<file path="config.mk">
export PLATFORM = sky130hd
export DESIGN_NAME = inst_mem_loadable
export DESIGN_NICKNAME = d
export VERILOG_FILES = /design/src/rtl/inst_mem_loadable.sv
export SDC_FILE = /design/constraint.sdc
export NUM_CORES = 1
export LEC_CHECK = 0
export CAP_MARGIN = 20
export CORE_AREA = 2 2 280 337
export CTS_CLUSTER_SIZE = 20
export DETAILED_ROUTE_END_ITERATION = 10
export DIE_AREA = 0 0 282 339
export GPL_ROUTABILITY_DRIVEN = 1
export HOLD_SLACK_MARGIN = 0.15
export PLACE_DENSITY = 0.66
export RECOVER_POWER = 100
export SETUP_SLACK_MARGIN = 0.15
export SYNTH_ARGS = -nofsm -noshare
export SYNTH_HDL_FRONTEND = slang
export SYNTH_SLANG_ARGS = --single-unit
</file>
<file path="constraint.sdc">
create_clock -name clk -period 4 [get_ports clk]
set_clock_uncertainty 0.1 [all_clocks]
set_input_delay 1.2 -clock clk [delete_from_list [all_inputs] [get_ports clk]]
set_output_delay 1.2 -clock clk [all_outputs]
set_load 0.01 [all_outputs]
</file>
<file path="src/rtl/inst_mem_loadable.sv">
// inst_mem_loadable: instruction memory filled by a streamed program load,
// then read by single-cycle-latency fetches with range/alignment checking.
module inst_mem_loadable #(
   parameter int DATA_W = 32,
   parameter int ADDR_W = 5
) (
   input  logic              clk,
   input  logic              rst_n,
   input  logic              load_start,
   input  logic              load_valid,
   input  logic [DATA_W-1:0] load_data,
   input  logic              load_last,
   input  logic              fetch_req,
   input  logic [31:0]       fetch_addr,
   output logic              fetch_ready,
   output logic              inst_valid,
   output logic [DATA_W-1:0] inst,
   output logic              addr_err,
   output logic [ADDR_W:0]   word_cnt,
   output logic              load_ovf
);
   localparam int DEPTH = 2**ADDR_W;
   typedef enum logic [1:0] {IDLE, LOAD, RUN} state_t;
   state_t            state_q, state_d;
   logic [DATA_W-1:0] mem [DEPTH];
   logic [ADDR_W:0]   word_cnt_q, word_cnt_d;
   logic              load_ovf_q, load_ovf_d;
   logic              inst_valid_q, inst_valid_d;
   logic              addr_err_q, addr_err_d;
   logic [DATA_W-1:0] inst_q, inst_d;
   logic [ADDR_W-1:0] idx;
   logic              wr_en, accept, bad;
   assign fetch_ready = (state_q == RUN) && !load_start;
   assign accept      = fetch_req && fetch_ready;
   assign idx         = fetch_addr[ADDR_W+1:2];
   // word_cnt MSB set means the memory is full (count saturates at DEPTH)
   assign wr_en = (state_q == LOAD) && load_valid && !load_start && !word_cnt_q[ADDR_W];
   assign bad   = (|fetch_addr[1:0]) || (|(fetch_addr >> (ADDR_W+2))) || ({1'b0, idx} >= word_cnt_q);
   always_comb begin
      state_d    = state_q;
      word_cnt_d = word_cnt_q;
      load_ovf_d = load_ovf_q;
      if (load_start) begin
         state_d    = LOAD;
         word_cnt_d = '0;
         load_ovf_d = 1'b0;
      end else if (state_q == LOAD && load_valid) begin
         if (wr_en) word_cnt_d = word_cnt_q + (ADDR_W+1)'(1);
         else load_ovf_d = 1'b1;
         if (load_last) state_d = RUN;
      end
      inst_valid_d = accept;
      inst_d       = accept ? (bad ? '0 : mem[idx]) : inst_q;
      addr_err_d   = accept ? bad : addr_err_q;
   end
   always_ff @(posedge clk or negedge rst_n) begin
      if (!rst_n) begin
         state_q      <= IDLE;
         word_cnt_q   <= '0;
         load_ovf_q   <= 1'b0;
         inst_valid_q <= 1'b0;
         inst_q       <= '0;
         addr_err_q   <= 1'b0;
      end else begin
         state_q      <= state_d;
         word_cnt_q   <= word_cnt_d;
         load_ovf_q   <= load_ovf_d;
         inst_valid_q <= inst_valid_d;
         inst_q       <= inst_d;
         addr_err_q   <= addr_err_d;
      end
   end
   always_ff @(posedge clk) begin
      if (wr_en) mem[word_cnt_q[ADDR_W-1:0]] <= load_data;
   end
   assign inst_valid = inst_valid_q;
   assign inst       = inst_q;
   assign addr_err   = addr_err_q;
   assign word_cnt   = word_cnt_q;
   assign load_ovf   = load_ovf_q;
endmodule

</file>
==> summary.md, run 1 <==
| Metric | Value |
|---|---|
| Fin crit period | `3.82 ns` |
| Top-level port count | `112` |
| Number of antenna violations at the first check in global routing | `7` |
| Proportion of total power due to net switching | `0.205` |
| DR WL/cell | `28.7 µm` |
| Die width | `282 µm` |
| GR Overflow Total | `0` |
| Number of warnings reported in the yosys synthesis log | `0` |
| Max cap viols | `1` |
| Sequential group share of total power | `0.538` |
| Slew @ Worst Pin | `3.00 ns` |
| Antenna viol nets, final | `0` |
| Cell count after synthesis | `1969` |
| Source-to-sink clock delay at the later pin of the worst-skew pair | `0.67 ns` |
| Post-CTS setup buffer count | `0` |
| Net count of the mapped netlist | `2048` |
| Half-perimeter wire length of the detailed placement result | `57500 µm` |
| Root Buffer Master | `clkbuf_16` |
| Number of nets at the end of the flow | `2270` |
| Top cell type by total area after synthesis | `edfxtp_1` |
| Max VDD drop | `0.000301 V` |
| Share of the synthesized area in the top cell type | `0.746` |
| Core area | `92000 µm²` |
| Share of post-route cells with drive strength above 1 | `0.237` |
| Setup_tns | `0 ns` |
| Final setup violation count | `0` |
| Total number of vias | `20.7k` |
| Pre-CTS setup slack | `0.168 ns` |
| Post-DR vias/cell | `5.89` |
| Cts bufs inserted | `99` |
| Pins over their slew limit | `44` |
| Overall track demand over capacity in global routing | `0.213` |
| Post-Synthesis Cell Area | `41200 µm²` |
| Total Routed Length | `101000 µm` |
| Clock Tree Buf Depth | `3` |
| Die span in y | `339 µm` |
| Weighted congestion reported at the end of routability-driven placement | `0.794` |
| FF/Latch Area | `31800 µm²` |
| Primary FF master, synth | `edfxtp_1` |
| Wire length of the first global-routing pass | `147000 µm` |
| Type of destination of the critical path | `flip-flop` |
| Area added between synthesis and finish | `16.0%` |
| Required time of the critical path | `4.17 ns` |
| Synthesized area per cell | `20.9 µm²` |
| Hold violation total from the final report | `0` |
| Clk pin slew, worst setup/hold paths | `0.06 ns` |
| Relative slew margins | `-0.997` |
| Initial drt markers | `2190` |
| I/O Buffers | `111` |
| Leakage power | `15.2 nW` |
| Final total power | `0.0229 W` |
| Clock tree sinks | `1067` |
| # placed instances | `3326` |
| TritonRoute pass-1 iters | `5` |
| Area used by multi-input combinational logic | `9040 µm²` |
| Crit-path max FO | `32` |
| Net Switching | `0.00469 W` |
| Number of enable-type register cells in the synthesized netlist | `1024` |
| Fraction of registers with async set or reset after synthesis | `0.0403` |
| Synth unique cells | `41` |
| Filler Cell Count | `7102` |
| Synth Register Bits | `1067` |
| Clock H-tree levels | `3` |
| Clock tree from TritonCTS | `yes` |
| Type of the worst min-delay path | `reg2reg` |
| Post-synthesis sequential area ratio | `0.772` |
| Detailed-route DRC error count | `0` |
| Most common cell after layout, fill and taps aside | `edfxtp_1` |
| Maximum number of pins on one net before global-route repair | `61` |
| Kind of launch point of the worst setup path | `input port` |
| Die area | `95600 µm²` |
| Clock network fraction of total power | `0.416` |
| Worst endpoint data arrival time | `3.99 ns` |
| Type of the worst setup path | `in2reg` |
| Crit share post-route | `0.956` |
| Unrepaired setup endpoints after global routing | `false` |
| Failing checks | `max-capacitance violations, max-slew violations` |
| Most frequent cells in the layout | `edfxtp_1 (1024), mux4_2 (192), clkbuf_16 (101)` |
| Power Density | `478 nW/µm²` |
| Run status | `complete, but fails checks` |
| Non-filler cells, final | `3516` |
| Cell types occupying the most area after synthesis | `edfxtp_1 (75%), mux4_2 (10%), dfrtp_1 (2.6%)` |
| Number of global-route vias before repair | `21.6k` |
| Number of rows created at floorplan | `122` |
| Combinational share of power | `0.047` |
| Highest Clock Rate | `262 MHz` |
| Initial core utilization | `0.448` |
| Total internal power | `0.0182 W` |
| Post-layout worst setup margin | `0.178 ns` |
==> cells by family (layout without fill, tap and decap cells) <==
kind of cell / count (synthesis) / in the layout / synth area share
DFF: 1067 / 1067 / 0.772
muxes: 352 / 352 / 0.146
and+or+nand+nor: 242 / 242 / 0.0337
AOI/OAI and AO/OA: 170 / 170 / 0.0315
buffers and inverters: 125 / 430 / 0.0136
adders and majority gates: 9 / 9 / 0.00273
xor gates and xnor gates: 4 / 4 / 0.000850
other: 0 / 2 / 0
==> metal layers <==
metal | track usage | up-vias | routed length (µm)
met5 | 0 | - | 8
li1 | - | 8682 | -
met3 | 0.0332 | 189 | 6750
met2 | 0.361 | 785 | 51600
met1 | 0.279 | 11058 | 39100
met4 | 0.0777 | 2 | 3260
==> power by group through the flow <==
stage          combinational (W)  clock [W]  sequential (W)
3_5_place_dp             0.00110          0          0.0125
5_1_grt                  0.00114     0.0101          0.0123
6_report                 0.00107    0.00952          0.0123
3_3_place_gp             0.00107          0          0.0125
4_1_cts                  0.00111    0.00967          0.0123
2_1_floorplan           0.000573          0          0.0125
==> worst paths after layout <==
kind	start	end	slack (ns)	cells after the start
min in group asynchronous	rst_n	state_q[1]$_DFFE_PN0P_	1.60	2
worst min-delay path	inst[13]$_DFFE_PN0P_	inst[13]$_DFFE_PN0P_	0.42	2
worst min register to register	inst[13]$_DFFE_PN0P_	inst[13]$_DFFE_PN0P_	0.42	2
max in group asynchronous	rst_n	inst[4]$_DFFE_PN0P_	0.44	2
worst max-delay path	load_valid	mem[25][24]$_DFFE_PP_	0.18	7
worst max register to register	word_cnt[5]$_DFFE_PN0P_	mem[25][24]$_DFFE_PP_	0.66	7
==> cell usage after synthesis, types with 35 or more instances <==
master	n
a211oi_1	64
nand4_1	35
edfxtp_1	1024
dfrtp_1	43
nand2_1	42
nor2_1	46
mux2_2	64
mux2i_1	96
buf_2	42
mux4_2	192
clkbuf_1	59
nor2b_1	65
==> per-stage QoR <==
step	util	hold WS [ns]	cell area, µm²
finish	0.520	0.418	47800
global route	0.520	0.443	47800
CTS	0.526	0.408	48400
detailed placement	0.490	0.407	45100
global placement	0.490	0.396	45100
floorplan	-	0.409	41200
==> state kept, by name, indices dropped and copies added, names as in the netlist <==
register / flops
mem: 1024
inst: 32
word_cnt: 6
state_q: 2
addr_err: 1
inst_valid: 1
load_ovf: 1
==> layout make-up <==
class,count,area share
inverters,9,0.000706
multi-input cells,777,0.189
diodes,2,0.000105
flip-flops and latches,1067,0.665
clock inverters,56,0.0118
clock buffers,128,0.0573
repair buffers,237,0.0435
well taps,1240,0.0324
==> critical path, cell delays in order <==
cell and delay (ns):
dlygate4sd3_1 0.60, and4_1 0.23, nor2b_1 0.36, nand2_1 0.10, clkbuf_1 0.32, nor2_4 0.18
buf_2 0.97
==> what timing repair did <==
item / CTS / global route
endpoints found under the setup margin: 0 / 1
hold buffers: 0 / 0
resized for setup: 0 / 1
No activity file was read; power rests on OpenSTA's default activity.
==> inputs of run 2 (changes only) <==
--- a/config.mk
+++ b/config.mk
@@ -6,12 +6,11 @@
 export NUM_CORES = 1
 export LEC_CHECK = 0
 export CAP_MARGIN = 20
-export CORE_AREA = 2 2 280 337
+export CORE_AREA = 3 3 281 338
 export CTS_CLUSTER_SIZE = 20
 export DETAILED_ROUTE_END_ITERATION = 10
-export DIE_AREA = 0 0 282 339
+export DIE_AREA = 0 0 284 341
 export GPL_ROUTABILITY_DRIVEN = 1
-export HOLD_SLACK_MARGIN = 0.15
 export PLACE_DENSITY = 0.66
 export RECOVER_POWER = 100
 export SETUP_SLACK_MARGIN = 0.15
==> summary.md, run 2 (same netlist as run 1, synthesis figures left out) <==
| Metric | Value |
|---|---|
| Kind of launch point of the worst setup path | `input port` |
| Filler Cell Count | `7054 (-0.68%)` |
| Source-to-sink clock delay at the later pin of the worst-skew pair | `0.65 ns (-0.02 ns)` |
| Hold violation total from the final report | `0 (unchanged)` |
| Clock Tree Buf Depth | `3 (unchanged)` |
| Max cap viols | `3 (+2)` |
| Root Buffer Master | `clkbuf_16` |
| Die width | `284 µm (+0.71%)` |
| Area used by multi-input combinational logic | `9050 µm² (+0.17%)` |
| Number of resized instances in the post-cts repair step | `1 (+1)` |
| Top-level port count | `112 (unchanged)` |
| Final setup violation count | `0 (unchanged)` |
| Clock H-tree levels | `3 (unchanged)` |
| Count of cells along the worst register-to-register path | `7 (unchanged)` |
| Total number of vias | `20.4k (-1.5%)` |
| Pins over their slew limit | `61 (+39%)` |
| Total Routed Length | `95300 µm (-5.4%)` |
| Weighted congestion reported at the end of routability-driven placement | `0.808 (+1.8%)` |
| Post-DR vias/cell | `5.80 (-1.5%)` |
| Share of post-route cells with drive strength above 1 | `0.230 (-0.00758)` |
| Slew @ Worst Pin | `1.90 ns (-1.09 ns)` |
| Type of destination of the critical path | `flip-flop` |
| Delay of the slowest cell on the worst path | `0.65 ns (-0.32 ns)` |
| Unrepaired setup endpoints after global routing | `false` |
| Beginning of the worst hold path | `inst[14]$_DFFE_PN0P_` |
| Top delay family on crit path | `buffers and inverters` |
| Maximum number of pins on one net before global-route repair | `66 (+8.2%)` |
| Number of rows created at floorplan | `122 (unchanged)` |
| Reg2reg end | `mem[17][0]$_DFFE_PP_` |
| Antenna viol nets, final | `0 (unchanged)` |
| Required time of the critical path | `4.07 ns (-0.10 ns)` |
| WP buf/inv | `4 (+1)` |
| Instance area at placement | `45100 µm² (about the same)` |
| GR Util met1 | `0.254 (-0.0246)` |
| Clock tree from TritonCTS | `yes` |
| Number of nets at the end of the flow | `2272 (+0.088%)` |
| Detailed-route DRC error count | `0 (unchanged)` |
| Most common cell after layout, fill and taps aside | `edfxtp_1` |
| I/O Buffers | `111 (unchanged)` |
| Ordered cell list for the critical path | `clkdlybuf4s50_1 > clkbuf_1 > nor2b_1 > nand2_1 > clkbuf_1 > nor2_1 > clkbuf_2` |
| Cts bufs inserted | `100 (+1.0%)` |
| Endpoint with the worst hold slack | `inst[14]$_DFFE_PN0P_` |
| Layer with the highest usage | `met2` |
| Number of global-route vias before repair | `21.3k (-1.5%)` |
| Initial core utilization | `0.448 (unchanged)` |
| Wire length of the first global-routing pass | `141000 µm (-3.5%)` |
| Type of the worst setup path | `in2reg` |
| Origin of the critical flop-to-flop path | `word_cnt[5]$_DFFE_PN0P_` |
| GR Overflow Total | `0 (unchanged)` |
| Half-perimeter wire length of the detailed placement result | `55100 µm (-4.1%)` |
| Leakage power | `15.1 nW (-0.62%)` |
| Post-CTS setup buffer count | `0 (unchanged)` |
| Area added between synthesis and finish | `15.8%` |
| Fin crit period | `3.85 ns (+0.0320 ns)` |
| Cell seen most often among critical-path stages | `clkbuf_1` |
| Met2 demand-to-capacity share in global routing | `0.343 (-0.0184)` |
| Final total power | `0.0226 W (-1.2%)` |
| Run status | `complete, but fails checks` |
| Hold Path Depth | `2 (unchanged)` |
| Failing checks | `max-capacitance violations, max-slew violations` |
| Highest Clock Rate | `259 MHz (-0.83%)` |
| Initial drt markers | `2297 (+4.9%)` |
| FF/Latch Area | `31800 µm² (unchanged)` |
| Global Route met3 Usage | `0.0366 (+0.00345)` |
| TritonRoute pass-1 iters | `5 (unchanged)` |
| Relative slew margins | `-0.269 (+0.728)` |
| Die area | `96800 µm² (+1.3%)` |
| Clock tree sinks | `1067 (unchanged)` |
| Non-filler cells, final | `3516 (unchanged)` |
| Most frequent cells in the layout | `edfxtp_1 (1024), mux4_2 (192), clkbuf_16 (100)` |
| Core area | `92000 µm² (unchanged)` |
| Overall track demand over capacity in global routing | `0.198 (-0.0154)` |
| Max VDD drop | `0.000299 V (-0.53%)` |
| Worst setup slack for register-to-register paths | `0.71 ns (+0.05 ns)` |
| Largest register FFs | `1024 (unchanged)` |
| Finished layout cell area | `47700 µm² (-0.24%)` |
| Die span in y | `341 µm (+0.59%)` |
| Power Density | `474 nW/µm² (-0.92%)` |
| Clk pin slew, worst setup/hold paths | `0.06 ns (about the same)` |
| Cell type of the slowest stage on the worst timing path | `clkbuf_1` |
| CTS Hold Buffers Added | `0 (unchanged)` |
| Crit share post-route | `0.964 (+0.00801)` |
| # placed instances | `3325 (-0.030%)` |
| Crit-path max FO | `24 (-25%)` |
| CP Depth | `7 (unchanged)` |
| Type of the worst min-delay path | `reg2reg` |
| Worst endpoint data arrival time | `3.93 ns (-0.06 ns)` |
| Number of antenna violations at the first check in global routing | `6 (-1)` |
| Setup_tns | `0 ns (unchanged)` |
| DR WL/cell | `27.1 µm (-5.4%)` |
-- run 2: changes by cell type in the layout (fill, tap and decap cells not counted), sizes merged --
cell,before,now
clkbuf,194,206
buf,64,60
inv,14,11
clkinvlp,4,2
bufinv,10,9
diode,2,1
dlymetal6s4s,1,0
-- run 2: stage by stage --
stage,utilization,hold WS (ns),worst slack (ns)
after floorplan,-,0.409,0.0613
after global placement,0.490,0.395,0.130
after detailed placement,0.490,0.416,0.143
after CTS,0.524,0.408,0.223
after global routing,0.518,0.453,0.0815
final,0.518,0.421,0.146
-- run 2: report_power, final --
part / switching [W] / total (W) / internal (W) / leakage, nW
clock: 0.00397 / 0.00927 / 0.00529 / 1.56
combinational: 0.000626 / 0.00105 / 0.000425 / 3.78
sequential: 0.0000158 / 0.0123 / 0.0123 / 9.80
total: 0.00462 / 0.0226 / 0.0180 / 15.1
-- run 2: metal layers --
layer | vias up | routed length [µm] | part of all wire
met5 | - | 44 | 0.00046
met4 | 6 | 2470 | 0.026
met3 | 154 | 6420 | 0.067
met2 | 730 | 49300 | 0.52
met1 | 10819 | 37100 | 0.39
li1 | 8693 | - | -
-- run 2: worst reg2reg max path: stages (launching register included) --
cell and delay, ns:
dfrtp_1 0.40, inv_1 0.20, and4_1 0.23, nor2b_1 0.29, nand2_1 0.09, clkbuf_1 0.37
nor2_1 0.38, clkbuf_2 0.82
-- run 2: final cells by class --
| cell class | instances | area share |
|---|---|---|
| Tap cell | 1240 | 0.0325 |
| Inverter | 9 | 0.000708 |
| Sequential cell | 1067 | 0.667 |
| Timing Repair Buffer | 238 | 0.0432 |
| Clock inverter | 50 | 0.0107 |
| Clock buffer | 134 | 0.0562 |
| Multi-Input combinational cell | 777 | 0.190 |
| Antenna cell | 1 | 0.0000524 |
-- run 2: how the worst max path moves through the flow --
stage,to,slack (ns),from
finish,mem[17][0]$_DFFE_PP_,0.15,load_start
global route,mem[17][0]$_DFFE_PP_,0.08,load_start
CTS,fetch_ready,0.22,load_start
detailed placement,fetch_ready,0.14,load_start
global placement,fetch_ready,0.13,load_start
floorplan,mem[26][0]$_DFFE_PP_,0.06,load_valid
